$ cat config.mk
export PLATFORM = sky130hd
export DESIGN_NAME = hilo_ctrl
export DESIGN_NICKNAME = d
export VERILOG_FILES = /design/src/rtl/hilo_ctrl_pkg.sv /design/src/rtl/hilo_ctrl.sv
export SDC_FILE = /design/constraint.sdc
export NUM_CORES = 1
export LEC_CHECK = 0
export BUFFER_PORTS_ARGS = -buffer_cell sky130_fd_sc_hd__buf_2
export CELL_PAD_IN_SITES_DETAIL_PLACEMENT = 1
export CELL_PAD_IN_SITES_GLOBAL_PLACEMENT = 1
export CORE_MARGIN = 2
export CORE_UTILIZATION = 34
export DETAILED_ROUTE_END_ITERATION = 12
export HOLD_SLACK_MARGIN = 0.06
export PLACE_DENSITY = 0.93
export SETUP_SLACK_MARGIN = 0.5
export SYNTH_ARGS = -nofsm -noshare
export SYNTH_HDL_FRONTEND = slang
export SYNTH_SLANG_ARGS = --single-unit
export TNS_END_PERCENT = 20
$ cat constraint.sdc
create_clock -name clk -period 2.8 [get_ports clk]
set_input_delay 0.14 -clock clk [delete_from_list [all_inputs] [get_ports clk]]
set_output_delay 0.14 -clock clk [all_outputs]
set_load 0.02 [all_outputs]
$ cat src/rtl/hilo_ctrl_pkg.sv
// Shared HI/LO definitions for the EX-stage multiply/divide front-end.
// Contents:
//   HL_*       : EX-stage HI/LO op codes (9..15 decode as NOP)
//   MD_*       : bit positions inside md_op {signed, mul start, div start}
//   St*        : hilo_ctrl FSM state encodings
//   is_*_op    : op-class decode helpers
package hilo_ctrl_pkg;

  localparam logic [3:0] HL_NOP   = 4'd0;
  localparam logic [3:0] HL_MULT  = 4'd1;
  localparam logic [3:0] HL_MULTU = 4'd2;
  localparam logic [3:0] HL_DIV   = 4'd3;
  localparam logic [3:0] HL_DIVU  = 4'd4;
  localparam logic [3:0] HL_MTHI  = 4'd5;
  localparam logic [3:0] HL_MTLO  = 4'd6;
  localparam logic [3:0] HL_MFHI  = 4'd7;
  localparam logic [3:0] HL_MFLO  = 4'd8;

  localparam int unsigned MD_SIGNED = 2;
  localparam int unsigned MD_MUL    = 1;
  localparam int unsigned MD_DIV    = 0;

  localparam logic [1:0] StIdle    = 2'd0;
  localparam logic [1:0] StMulWait = 2'd1;
  localparam logic [1:0] StDivWait = 2'd2;

  // Any op that reads or writes HI/LO.
  function automatic logic is_hl_op(input logic [3:0] op);
    return (op >= HL_MULT) && (op <= HL_MFLO);
  endfunction

  // Ops that issue to mul_div.
  function automatic logic is_md_op(input logic [3:0] op);
    return (op >= HL_MULT) && (op <= HL_DIVU);
  endfunction

  function automatic logic is_mf_op(input logic [3:0] op);
    return (op == HL_MFHI) || (op == HL_MFLO);
  endfunction

endpackage

$ cat src/rtl/hilo_ctrl.sv
// HI/LO controller and issue front-end for the shared mul_div unit.
// Issues one md_op pulse per MULT/MULTU/DIV/DIVU, waits for the result, writes it to HI/LO,
// handles MTHI/MTLO/MFHI/MFLO, stalls EX on HI/LO hazards and bypasses the result to an MF
// presented in the capture cycle.
// Ports:
//   clk, rst_p            : clock, synchronous active-high reset
//   ex_valid, ex_cancel   : EX instruction valid / being flushed
//   ex_op, ex_rs, ex_rt   : HI/LO op code and operands
//   stall                 : hold EX this cycle
//   mf_data               : MFHI/MFLO result, valid when !stall
//   md_a, md_b, md_op     : operands and {signed, mul, div} start to mul_div
//   md_done, md_res       : mul_div completion and {HI, LO} result
//   hi, lo                : architectural HI/LO
module hilo_ctrl
  import hilo_ctrl_pkg::*;
(
  input  logic        clk,
  input  logic        rst_p,
  input  logic        ex_valid,
  input  logic        ex_cancel,
  input  logic [3:0]  ex_op,
  input  logic [31:0] ex_rs,
  input  logic [31:0] ex_rt,
  output logic        stall,
  output logic [31:0] mf_data,
  output logic [31:0] md_a,
  output logic [31:0] md_b,
  output logic [2:0]  md_op,
  input  logic        md_done,
  input  logic [63:0] md_res,
  output logic [31:0] hi,
  output logic [31:0] lo
);

  logic [1:0]  state_q, state_d;
  logic        seen_busy_q, seen_busy_d;
  logic [31:0] hi_q, hi_d;
  logic [31:0] lo_q, lo_d;

  logic capture;
  logic accept;
  logic op_hl, op_md, op_mf;

  assign op_hl = is_hl_op(ex_op);
  assign op_md = is_md_op(ex_op);
  assign op_mf = is_mf_op(ex_op);

  // A divide only completes once mul_div has been seen busy; this rejects the stale done
  // still asserted in the first wait cycle.
  assign capture = (state_q == StMulWait) ||
                   ((state_q == StDivWait) && md_done && seen_busy_q);

  always_comb begin
    stall = 1'b0;
    if (state_q != StIdle) begin
      stall = ex_valid && op_hl && !(capture && op_mf);
    end else begin
      stall = ex_valid && op_md && !md_done;
    end
  end

  assign accept = ex_valid && !ex_cancel && !stall;

  assign md_a = ex_rs;
  assign md_b = ex_rt;

  always_comb begin
    md_op = 3'b000;
    if ((state_q == StIdle) && accept) begin
      case (ex_op)
        HL_MULT:  begin md_op[MD_SIGNED] = 1'b1; md_op[MD_MUL] = 1'b1; end
        HL_MULTU: md_op[MD_MUL] = 1'b1;
        HL_DIV:   begin md_op[MD_SIGNED] = 1'b1; md_op[MD_DIV] = 1'b1; end
        HL_DIVU:  md_op[MD_DIV] = 1'b1;
        default:  md_op = 3'b000;
      endcase
    end
  end

  // In the capture cycle the freshly produced result is forwarded ahead of the HI/LO write.
  always_comb begin
    mf_data = 32'h0;
    if (ex_op == HL_MFHI) begin
      mf_data = capture ? md_res[63:32] : hi_q;
    end else if (ex_op == HL_MFLO) begin
      mf_data = capture ? md_res[31:0] : lo_q;
    end
  end

  always_comb begin
    state_d     = state_q;
    seen_busy_d = seen_busy_q;
    hi_d        = hi_q;
    lo_d        = lo_q;
    case (state_q)
      StIdle: begin
        seen_busy_d = 1'b0;
        if (accept) begin
          case (ex_op)
            HL_MULT, HL_MULTU: state_d = StMulWait;
            HL_DIV, HL_DIVU:   state_d = StDivWait;
            HL_MTHI:           hi_d = ex_rs;
            HL_MTLO:           lo_d = ex_rs;
            default:           ;
          endcase
        end
      end
      StMulWait: begin
        hi_d    = md_res[63:32];
        lo_d    = md_res[31:0];
        state_d = StIdle;
      end
      StDivWait: begin
        if (!md_done) begin
          seen_busy_d = 1'b1;
        end
        if (capture) begin
          hi_d        = md_res[63:32];
          lo_d        = md_res[31:0];
          seen_busy_d = 1'b0;
          state_d     = StIdle;
        end
      end
      default: state_d = StIdle;
    endcase
  end

  always_ff @(posedge clk) begin
    if (rst_p) begin
      state_q     <= StIdle;
      seen_busy_q <= 1'b0;
      hi_q        <= 32'h0;
      lo_q        <= 32'h0;
    end else begin
      state_q     <= state_d;
      seen_busy_q <= seen_busy_d;
      hi_q        <= hi_d;
      lo_q        <= lo_d;
    end
  end

  assign hi = hi_q;
  assign lo = lo_q;

endmodule

# Word level (Yosys, flattened, before mapping)
# Cells that the tools add are included.
[word_totals] register_bits=67 inputBits=137 out_inout_bits=164 word_cells=74
[classes] magnitude_cmp=3 n_eq_ne=16 n_mux=22 n_reduce_logical=29
[ops] operator="2-to-1 mux 32 bit" n=8
[ops] operator="case mux 32 bit (3 select lines)" n=2
[ops] operator="== test 4 x 3 -> 1 bit (second input constant)" n=4
[ops] operator="logical AND 1 bit" n=12
[ops] operator="AND reduction 3 bit" n=3
[ops] operator="== test 4 x 2 -> 1 bit (second input constant)" n=2
[ops] operator="case mux 2 bit (2 select lines)" n=2
[ops] operator="2-to-1 mux 1 bit" n=6
[ops] operator="inequality test 3 bit (second input constant)" n=2
[ops] operator="OR reduction 2 bit" n=3
[ops] operator="== test 4 x 1 -> 1 bit (second input constant)" n=1
[ops] operator="== test 4 bit (second input constant)" n=1
[ops] operator=">= comparator 4 x 1 -> 1 bit (second input constant)" n=1
[ops] operator="less-or-equal comparator 4 x 3 -> 1 bit (second input constant)" n=1
[ops] operator="less-or-equal comparator 4 bit (second input constant)" n=1
[ops] operator="zero test 1 bit" n=4
[ops] operator="2-to-1 mux 2 bit" n=2
[ops] operator="inequality test 2 x 1 -> 1 bit (second input constant)" n=2
[ops] operator="inequality test 2 bit (second input constant)" n=2
[ops] operator="nonzero test 2 bit" n=2
[ops] operator="2-to-1 mux 3 bit" n=1
[ops] operator="nonzero test 3 bit" n=1
[ops] operator="== test 2 x 1 -> 1 bit (second input constant)" n=1
[ops] operator="== test 2 bit (second input constant)" n=1
[ops] operator="other kinds (4)" n=5

# Depth between registers and ports, before layout
[depth] word_depth=12 depth_mapped=8 depth_no_buf=6

# Worst setup path after synthesis
# OpenSTA, ideal clock, no wires.
[synth_timing] path_type="reg-to-output" start="register state_q[0]" end="output port mf_data[10]" t_arrival_ns=1.879 required_time_ns=2.660 slack_ns=0.781 stages_incl_launch_ff=9 path_buffers=3 path_cell_list="dfxtp_1 inv_1 ha_1 a31oi_2 buf_4 buf_4 clkbuf_1 a21oi_1 o22ai_1"
[synth_via] elab_chain_len=7 word_cells_on_any_way=9 classes_between="eq/ne (2); mux (4); reduce/logical (3)"
[synth_lines] element="start, declared" line_no="hilo_ctrl.sv:35" rtl="logic [1:0] state_q, state_d;"
[synth_lines] element="start signal, assigned" line_no="hilo_ctrl.sv:130" rtl="state_q <= StIdle;"
[synth_lines] element="start signal, assigned" line_no="hilo_ctrl.sv:135" rtl="state_q <= state_d;"
[synth_lines] element="== test 2 bit" line_no="hilo_ctrl.sv:51" rtl="((state_q == StDivWait) && md_done && seen_busy_q);"
[synth_lines] element="logical AND 1 bit (2 in a row)" line_no="hilo_ctrl.sv:51"
[synth_lines] element="logical OR 1 bit *" line_no="hilo_ctrl.sv:50" rtl="assign capture = (state_q == StMulWait) ||"
[synth_lines] element="2-to-1 mux 32 bit"
[synth_lines] element="2-to-1 mux 32 bit" line_no="hilo_ctrl.sv:85" rtl="end else if (ex_op == HL_MFLO) begin"
[synth_lines] element="2-to-1 mux 32 bit *" line_no="hilo_ctrl.sv:83" rtl="if (ex_op == HL_MFHI) begin"
[synth_lines] element="end, declared" line_no="hilo_ctrl.sv:25" rtl="output logic [31:0] mf_data,"
# Mark *: on every way between the ends. The rest lies on a longest branch, timed or not.

# Worst setup path in the final report
[layout_timing] start="register state_q[0]" end="output port md_op[2]"
[layout_via] elab_chain_len=12 word_cells_on_any_way=15 classes_between="eq/ne (2); mux (2); reduce/logical (11)"
[layout_lines] element="== test 2 bit" line_no="hilo_ctrl.sv:51"
[layout_lines] element="logical AND 1 bit (2 in a row)" line_no="hilo_ctrl.sv:51"
[layout_lines] element="logical OR 1 bit" line_no="hilo_ctrl.sv:50"
[layout_lines] element="logical AND 1 bit" line_no="hilo_ctrl.sv:56" rtl="stall = ex_valid && op_hl && !(capture && op_mf);"
[layout_lines] element="zero test 1 bit" line_no="hilo_ctrl.sv:56"
[layout_lines] element="logical AND 1 bit" line_no="hilo_ctrl.sv:56"
[layout_lines] element="2-to-1 mux 1 bit" line_no="hilo_ctrl.sv:55" rtl="if (state_q != StIdle) begin"
[layout_lines] element="zero test 1 bit" line_no="hilo_ctrl.sv:62" rtl="assign accept = ex_valid && !ex_cancel && !stall;"
[layout_lines] element="logical AND 1 bit" line_no="hilo_ctrl.sv:62"
[layout_lines] element="logical AND 1 bit *" line_no="hilo_ctrl.sv:69" rtl="if ((state_q == StIdle) && accept) begin"
[layout_lines] element="2-to-1 mux 3 bit *" line_no="hilo_ctrl.sv:69"
[layout_lines] element="end, declared" line_no="hilo_ctrl.sv:28" rtl="output logic [2:0] md_op,"
# Marked as above.

==> metrics <==
outcome finished clean; antenna viol nets, final 0; Leak 2.74 nW; Mapped Area 5690 µm²; Async S/R FF share, synth 0; final setup violation count 0; Reg clk slew, reported paths 60 ps; Overall Global Routing Usage 0.253; post-DP HPWL 14000 µm; vias per cell 5.85; CTS tree built; crit path DAT 2150 ps; Pwr Total 2.60 mW; Worst Skew 7.33 ps; yosys warns 0; proportion of layout cells with a drive suffix above 1 0.444; total grt overflow 0; ANT cells 0; Max-cap violations 0; Rel. slew slack 0.363; synth unique cells 48; Syn Inst Count 734; final wirelength 24300 µm; net count after synthesis 874; TritonRoute pass-1 iters 6; CP Data Required Time 2660 ps; Worst setup SP type flip-flop; Worst-Skew Late Latency 340 ps; Remaining DRCs 0; Avg Cell Area, Syn 7.75 µm²; FF+latch count, synth 67; Area Overhead vs Synth 26.3%; placed inst area 6420 µm²; Root Buffer clkbuf_16; Max VDD drop 0.264 mV; Max Freq 437 MHz; commonest non-fill, non-tap cell in the layout buf_2; global-route wire length before repair 35200 µm; Die Y 133 µm; Die X-Extent 133 µm; top cells by area, synth dfxtp_1 24%, o221ai_2 12%, a21oi_1 8.7%; Setup Crit Path Kind reg2out; CTS H-tree depth 3; power density over the cells 361 nW/µm²; hold buffers post-CTS 0; share of the synthesized area in the top cell type 0.236; Starting DRT DRC Count 454; WL per Instance 22.2 µm; via count 6395; worst-path maximum fanout 8; Max clock buf depth 2; port bufs 236; Post-synth EDFFs 0; # IOs 301; worst-margin pin slew 956 ps; crit end category output port; endpoints failing hold 0; Hold Slack 156 ps; number of CTS-inserted buffers 9; GP Congestion 0.794; top_reg_cell synth dfxtp_1; nets 1011; number of global-route vias before repair 6424; post-synthesis sequential area ratio 0.236; clock sink total 67; Final Critical Period 2290 ps; setup TNS 0 ps; largest net degree at the start of global routing 129; commonest non-fill, non-tap cells in the layout 223 x buf_2, 128 x nand2_1, 89 x a21oi_1, 65 x dfxtp_1, 64 x o21ai_0; core area 16500 µm²; Min-Delay Path Class in2reg; initial antenna violation count 2; Final Slew Violations 0; Initial Utilization 0.346; Core Rows 47; Filler cells 2035; unrepaired setup endpoints after global routing yes; DIE AREA 17800 µm²; Final Cell Area 7190 µm²; part of the cycle the worst path needs 0.818; post-synth top area cell dfxtp_1
==> layer usage <==
layer / track usage / vias to the layer above / part of all wire
met5: 0 / - / 0
met4: 0.134 / 0 / 0.035
met3: 0.0514 / 69 / 0.076
met2: 0.443 / 315 / 0.49
met1: 0.291 / 3139 / 0.40
li1: - / 2872 / -
==> worst paths after layout <==
kind / from / endpoint / slack (ps) / depth (start not counted)
setup / recovery: state_q[0] / md_op[2] / 510 / 7
hold / removal: ex_rs[16] / hi[16] / 160 / 3
hold reg to reg: lo[14] / lo[14] / 490 / 2
setup reg to reg: state_q[1] / lo[28] / 630 / 6
==> report_power, final <==
group          leakage, nW  switching, mW  internal, mW
sequential           0.542         0.0126         0.963
clock                0.137          0.424         0.669
combinational         2.06          0.332         0.194
total                 2.74          0.769          1.83
==> kinds of logic after synthesis <==
logic type,after synthesis,synth area share
muxes,1,0.00176
and+or+nand+nor,216,0.190
adders and majority gates,3,0.00660
DFF,67,0.236
xor gates and xnor gates,1,0.00154
buffers and inverters,142,0.159
AOI/OAI and AO/OA,304,0.405
==> layout make-up <==
| type | count | area, µm² | share of cell area |
|---|---|---|---|
| clock buffers | 9 | 225 | 0.0313 |
| flip-flops and latches | 67 | 1350 | 0.188 |
| well taps | 220 | 275 | 0.0383 |
| repair buffers | 262 | 1710 | 0.239 |
| inverters | 6 | 25.0 | 0.00348 |
| multi-input cells | 525 | 3550 | 0.494 |
| clock inverters | 4 | 45.0 | 0.00627 |
==> Yosys cell counts (2+ instances only) <==
library cell / number
nand2_1: 128
a21oi_1: 99
dfxtp_1: 67
buf_4: 66
o21ai_0: 64
o221ai_2: 45
nor2b_1: 37
o22ai_1: 32
a21oi_2: 30
clkbuf_1: 30
and2b_1: 26
buf_2: 25
o221ai_1: 18
buf_6: 11
nor2_1: 6
inv_1: 5
nor3_1: 4
clkbuf_4: 3
ha_1: 3
nand3b_1: 3
a21o_1: 2
and3_1: 2
nor3b_1: 2
o41ai_4: 2
==> sequential cells by signal, indices dropped and copies added (netlist names) <==
signal / cells
hi: 32
seen_busy_q: 1
lo: 32
state_q: 2
==> timing repair <==
item                                    CTS  global route
pin swaps                                 0             2
resized for setup                        17            37
endpoints found under the hold margin     0             0
endpoints found under the setup margin   35            37
buffers inserted                          2             0
cloned                                    7             5
==> critical path, cell delays in order (launching register included) <==
cell and delay (ps):
dfxtp_4 380, inv_4 50, ha_4 190, a21bo_2 230, nor4_1 450, nor2_1 150, and3_1 200, buf_2 150
==> through the flow <==
stage | setup WS [ps] | cells | util
2_1_floorplan | 781 | 734 | -
3_3_place_gp | 689 | 1066 | 0.390
3_5_place_dp | 584 | 1066 | 0.390
4_1_cts | 471 | 1088 | 0.422
5_1_grt | 446 | 1093 | 0.436
6_report | 509 | 1093 | 0.436
(Power assumes the default switching activity.)
